[config.mk]
export PLATFORM = sky130hd
export DESIGN_NAME = mem_port_arbiter
export DESIGN_NICKNAME = d
export VERILOG_FILES = /design/src/rtl/mem_port_arbiter.sv
export SDC_FILE = /design/constraint.sdc
export NUM_CORES = 1
export LEC_CHECK = 0
export BUFFER_PORTS_ARGS = -buffer_cell sky130_fd_sc_hd__buf_2
export CAP_MARGIN = 30
export CORE_ASPECT_RATIO = 1.1
export CORE_MARGIN = 4
export CORE_UTILIZATION = 51
export CTS_CLUSTER_DIAMETER = 80
export DETAILED_ROUTE_END_ITERATION = 12
export PLACE_DENSITY_LB_ADDON = 0.1
export SKIP_LAST_GASP = 1
export SYNTH_ARGS = -nofsm -noshare
export SYNTH_HDL_FRONTEND = slang
export SYNTH_SLANG_ARGS = --single-unit
[constraint.sdc]
create_clock -name clk -period 5.5 [get_ports clk]
set_clock_uncertainty 0.05 [all_clocks]
set_input_delay 0.55 -clock clk [delete_from_list [all_inputs] [get_ports clk]]
set_output_delay 0.55 -clock clk [all_outputs]
set_load 0.05 [all_outputs]
[src/rtl/mem_port_arbiter.sv]
// Shares one memory bus between fetch and memory stages; 3+ cycles per transaction, bus fields latched at grant.
// Requesters stall until their one-cycle ready pulse; bus_req is held until bus_ack or the TIMEOUT abort.
module mem_port_arbiter #(
    parameter int TIMEOUT = 64
) (
    input  logic        clk,
    input  logic        rstn,
    input  logic        inst_req,
    input  logic [31:0] inst_addr,
    output logic [31:0] inst_rdata,
    output logic        inst_ready,
    input  logic        data_req,
    input  logic        data_we,
    input  logic [3:0]  data_be,
    input  logic [31:0] data_addr,
    input  logic [31:0] data_wdata,
    output logic [31:0] data_rdata,
    output logic        data_ready,
    output logic        bus_req,
    output logic        bus_we,
    output logic [3:0]  bus_be,
    output logic [31:0] bus_addr,
    output logic [31:0] bus_wdata,
    input  logic [31:0] bus_rdata,
    input  logic        bus_ack,
    output logic        if_stall,
    output logic        mem_stall,
    output logic        bus_err
);

    localparam logic [1:0] S_IDLE = 2'd0;
    localparam logic [1:0] S_INST = 2'd1;
    localparam logic [1:0] S_DATA = 2'd2;
    localparam logic [1:0] S_RESP = 2'd3;

    localparam logic [7:0] CNT_LAST = 8'(TIMEOUT - 1);

    logic [1:0] state;
    logic [7:0] cnt;
    logic       last_data;
    logic       gnt_data;

    // Data wins a tie unless it was the previous grant.
    logic pick_data;
    assign pick_data = data_req & (~inst_req | ~last_data);

    always_ff @(posedge clk or negedge rstn) begin
        if (!rstn) begin
            state      <= S_IDLE;
            cnt        <= 8'd0;
            last_data  <= 1'b0;
            gnt_data   <= 1'b0;
            bus_req    <= 1'b0;
            bus_we     <= 1'b0;
            bus_be     <= 4'h0;
            bus_addr   <= 32'h0;
            bus_wdata  <= 32'h0;
            inst_rdata <= 32'h0;
            data_rdata <= 32'h0;
            inst_ready <= 1'b0;
            data_ready <= 1'b0;
            bus_err    <= 1'b0;
        end else begin
            inst_ready <= 1'b0;
            data_ready <= 1'b0;
            bus_err    <= 1'b0;
            case (state)
                S_IDLE: begin
                    if (pick_data) begin
                        state     <= S_DATA;
                        gnt_data  <= 1'b1;
                        bus_req   <= 1'b1;
                        bus_we    <= data_we;
                        bus_be    <= data_we ? data_be : 4'hF;
                        bus_addr  <= data_addr;
                        bus_wdata <= data_wdata;
                        cnt       <= 8'd0;
                    end else if (inst_req) begin
                        state     <= S_INST;
                        gnt_data  <= 1'b0;
                        bus_req   <= 1'b1;
                        bus_we    <= 1'b0;
                        bus_be    <= 4'hF;
                        bus_addr  <= inst_addr;
                        bus_wdata <= 32'h0;
                        cnt       <= 8'd0;
                    end
                end
                S_INST, S_DATA: begin
                    if (bus_ack) begin
                        bus_req <= 1'b0;
                        state   <= S_RESP;
                        if (gnt_data) begin
                            data_ready <= 1'b1;
                            if (!bus_we) data_rdata <= bus_rdata;
                        end else begin
                            inst_ready <= 1'b1;
                            inst_rdata <= bus_rdata;
                        end
                    end else if (cnt == CNT_LAST) begin
                        // Abort: complete with zero data and flag the error alongside ready.
                        bus_req <= 1'b0;
                        state   <= S_RESP;
                        bus_err <= 1'b1;
                        if (gnt_data) begin
                            data_ready <= 1'b1;
                            data_rdata <= 32'h0;
                        end else begin
                            inst_ready <= 1'b1;
                            inst_rdata <= 32'h0;
                        end
                    end else begin
                        cnt <= cnt + 8'd1;
                    end
                end
                S_RESP: begin
                    last_data <= gnt_data;
                    state     <= S_IDLE;
                end
                default: state <= S_IDLE;
            endcase
        end
    end

    assign if_stall  = inst_req & ~inst_ready;
    assign mem_stall = data_req & ~data_ready;

endmodule

Word-level counts from Yosys, hierarchy flattened

Index checks and enable logic that the tools add are counted.

Reduce and logical (&&, ||, !) cells: 11
Bitwise operators: 9
Equal/unequal tests: 9
Muxes and demuxes: 45
$add $sub $neg: 1

Operators with widths:

| operator            | number |
|---|---|
| $mux 32             | 13 |
| $mux 8              | 4 |
| $mux 1              | 18 |
| $pmux 8 s2          | 1 |
| $mux 4              | 3 |
| $add 8x1->8 const B | 1 |
| $eq 8x6->1 const B  | 1 |
| $mux 2              | 4 |
| $reduce_and 4->1    | 2 |
| $ne 2x2->1 const B  | 3 |
| $ne 3x3->1 const B  | 2 |
| $pmux 2 s3          | 1 |
| $reduce_and 3->1    | 2 |
| $reduce_bool 2->1   | 3 |
| $not 1->1           | 5 |
| $eq 2x2->1 const B  | 2 |
| $reduce_and 2->1    | 2 |
| $and 1x1->1         | 3 |
| $eq 2x1->1 const B  | 1 |
| $logic_not 2->1     | 1 |
| $pmux 1 s2          | 1 |
| $reduce_or 2->1     | 1 |
| $or 1x1->1          | 1 |

Output and inout bits: 139
Input port bits: 138
Bits in registers: 149
Logic and storage cells: 89

Longest topological paths before layout

Depth after elaboration: 5
Gate-level depth with buffers: 9
Mapped depth without buffers: 6

Worst setup path after synthesis

OpenSTA, ideal clock, no wires.

Kind: register -> output
From: reg inst_ready
To: out if_stall
Required time: 4.900 ns
Data arrival time: 1.318 ns
Buffers on the path: 0
Setup slack: 3.582 ns
Cell stages (with the launch flop): 2
Cell sequence: dfrtp_1 -> nor2b_1

Cells in the longest elaborated chain, start to end: 2

RTL lines:

| element                | RTL line | source |
|---|---|---|
| from (decl)            | 11       | `output logic inst_ready,` |
| from (signal assigned) | 60       | `inst_ready <= 1'b0;` |
| from (signal assigned) | 64       | `inst_ready <= 1'b0;` |
| from (signal assigned) | 97       | `inst_ready <= 1'b1;` |
| $not 1->1              | 125      | `assign if_stall = inst_req & ~inst_ready;` |
| $and 1x1->1            | 125      |  |
| to (decl)              | 26       | `output logic if_stall,` |

Every way passes these cells.

Final worst setup path

From: reg state[0]
To: reg bus_addr[7]

Cells in the longest elaborated chain, start to end: 2

RTL lines:

| element                    | RTL line | source |
|---|---|---|
| from (decl)                | 38       | `logic [1:0] state;` |
| from (signal assigned)     | 49       | `state <= S_IDLE;` |
| from (signal assigned)     | 70       | `state <= S_DATA;` |
| from (signal assigned)     | 79       | `state <= S_INST;` |
| $logic_not 2->1            | 67       | `case (state)` |
| $reduce_and 2->1 (no line) | -        |  |
| to (signal assigned)       | 75       | `bus_addr <= data_addr;` |
| to (signal assigned)       | 84       | `bus_addr <= inst_addr;` |
| to (decl)                  | 22       | `output logic [31:0] bus_addr,` |

Every way passes these cells.
A chain may end at the register's enable or synchronous reset.

==> impl_metrics.csv <==
group,metric,value,unit
floorplan,dieArea,0.0145,mm^2
sta,hold_ws,170,ps
clock_network,clkSinkCount,149,
flow_run,maxCapViolCount,0,
power,power,6.43,mW
place,gp_congestion,0.839,
clock_network,cts_buffer_depth,2,
detailed_routing,drtPass1Iterations,5,
global_routing,grt_usage,0.236,
detailed_routing,totalWireLength,17200,um
layout,drive_gt1_frac,0.394,
synth,synth_top_area_share,0.579,
synth,synth_seq_area_share,0.579,
setup_path,cp-start-kind,"flop",
detailed_routing,vias,5241,
layout,area_growth,30.7,%
setup_path,worstPathRequired,5700,ps
synth,synth_seq_cells,149,
global_routing,antenna_found_initial,0,
sta,finalCriticalPeriod,2560,ps
sta,timing.final.crit_share,0.466,
floorplan,rows,42,
floorplan,dieHeight,126,um
sta,tightest_slew,927,ps
clock_network,path_clk_slew,60,ps
power,p_leak,4.49,nW
place,dp.cells,952,
clock_network,cts_root_buffer,"clkbuf_16",
sta,finalSetupViolCount,0,
setup_path,arrival,2760,ps
global_routing,overflow,0,
synth,syn-mean-instance-area,11.6,um^2
detailed_routing,drc_errors,0,
layout,regArea,0.00373,mm^2
floorplan,core,0.0122,mm^2
sta,slew_headroom,0.382,
detailed_routing,ant_nets,0,
clock_network,cts_resized,0,
setup_path,path_class,"flop to flop",
clock_network,post_cts_buffers,0,
setup_path,worstPathMaxFanout,98,
synth,yosysTopAreaCell,"dfrtp_1",
synth,ys_types,46,
global_routing,grt_pass1_vias,5351,
synth,yosys_warnings,0,
synth,async_flop_share,1.00,
global_routing,grt_max_degree,104,
floorplan,initial_utilization,0.528,
power,power_density,764,mW/mm^2
clock_network,cts_tree,"yes",
layout,nNetsFinal,959,
sta,fmax,0.390,GHz
synth,syn-cell-area,0.00644,mm^2
synth,syn_inst,554,
detailed_routing,via_per_inst,5.33,
setup_path,critPathCaptureType,"flop",
synth,syn-num-nets,696,
floorplan,die_w,115,um
outcome,status,"complete, no violations",
layout,multiInputGateArea,0.00233,mm^2
synth,synth_edf_count,0,
sta,final.setup.worst_slack,2940,ps
clock_network,cts_max_level,4,
detailed_routing,wl_per_cell,17.5,um
floorplan,io_pins,277,
global_routing,grt_first_pass_wirelength,27100,um
synth,synthFlopType,"dfrtp_1",
clock_network,cts_made_buffers,17,
sta,rsz0062_at_grt,"false",
clock_network,insertion_delay,410,ps
sta,slew_viol_final,0,
min_path,worstHoldPathType,"input pin to async pin",
layout,fillers,945,
synth,synth.area.top_cells,"dfrtp_1, mux2i_1, a22o_1, nand2_1, o21ai_0",
place,port_buffers,276,
detailed_routing,drt-initial-drc-count,301,
sta,tns,0,ps
sta,finalHoldViolations,0,
layout,finalNonFillerCells,984,
power,ir_drop,0.482,mV
clock_network,hold_buffers,0,
layout,diodes,0,
place,pre_cts_ws,2870,ps
place,dp_hpwl,12400,um
==> cell usage in the layout, fill, tap and decap left out, drive strengths merged, types with 3 or more instances in the layout <==
master	n
nor2	3
buf	281
clkinv	8
nand2	91
a22o	65
and2	4
mux2i	67
a21oi	6
o22a	5
nor2b	3
dfrtp	149
ha	4
nor3b	3
clkbuf	19
nand2b	5
inv	37
nor3	4
o21ai	47
==> power by group <==
| part | switching [mW] | total, mW | internal, mW | leakage, nW |
|---|---|---|---|---|
| Sequential | 0.301 | 1.89 | 1.59 | 1.88 |
| Clock | 0.444 | 1.13 | 0.689 | 0.289 |
| Combinational | 2.52 | 3.40 | 0.884 | 2.32 |
| Total | 3.26 | 6.43 | 3.16 | 4.49 |
==> flip-flops by register name, summed over array words and instances, names as in the netlist, 2 cells and up <==
register	flops
state	2
data_rdata	32
bus_wdata	32
inst_rdata	32
bus_addr	32
bus_be	4
cnt	8
==> area by class of cell <==
cell class / instances / share of cell area
clock inverters: 13 / 0.0156
flip-flops and latches: 149 / 0.443
multi-input cells: 332 / 0.277
inverters: 36 / 0.0161
repair buffers: 281 / 0.172
well taps: 154 / 0.0229
clock buffers: 19 / 0.0538
==> path summary, 6_finish.rpt <==
| path | startpoint | to | slack, ps | depth (start not counted) |
|---|---|---|---|---|
| setup / recovery | state[0] | bus_addr[7] | 2940 | 5 |
| hold / removal | rstn | inst_rdata[29] | 170 | 1 |
| setup reg to reg | state[0] | bus_addr[7] | 2940 | 5 |
| hold reg to reg | bus_addr[22] | bus_addr[22] | 430 | 2 |
| max in group asynchronous | rstn | cnt[6] | 4040 | 2 |
| min in group clk | data_wdata[7] | bus_wdata[7] | 310 | 2 |
==> worst max-delay path, stage by stage, from the launching register on <==
cell and delay [ps]:
dfrtp_1 380, inv_1 100, ha_1 300, or3b_1 550, nand2_4 700, o21ai_0 240
==> kinds of logic after synthesis <==
kind of cell    Yosys count  synth area share
mux                      68             0.106
fa+ha+maj                 4           0.00777
flops                   149             0.579
simple gates            125            0.0907
buf+inv                  73            0.0616
compound gates          135             0.155
==> layer usage <==
layer	part of all wire	global-route usage	up-vias	wire [um]
li1	-	-	2465	-
met1	0.41	0.305	2516	6990
met2	0.48	0.380	235	8270
met3	0.092	0.0696	25	1590
met4	0.020	0.0829	0	348
met5	0	0	-	0
==> cells in the mapped netlist (2+ instances only) <==
cell and count:
nand2_1 89, o21ai_1 14, a211o_1 2, buf_6 6, nor3_1 4, nand3_1 2
o2bb2ai_1 2, inv_1 36, buf_12 3, a21oi_1 6, nand4_1 2, nor3b_2 3
nor2b_1 3, nor2_1 3, a22o_2 3, a22o_1 62, o21ai_0 33, clkbuf_2 2
ha_1 4, buf_2 18, and2_1 4, clkbuf_1 7, mux2i_1 67, dfrtp_1 149
nand2b_1 5, o22a_1 5
==> through the flow <==
step	area (um^2)	utilization
3_3_place_gp	7810	0.640
3_5_place_dp	7830	0.643
6_report	8420	0.690
4_1_cts	8420	0.690
5_1_grt	8420	0.690
2_1_floorplan	6440	-
Power figures use the tool's default switching activity.
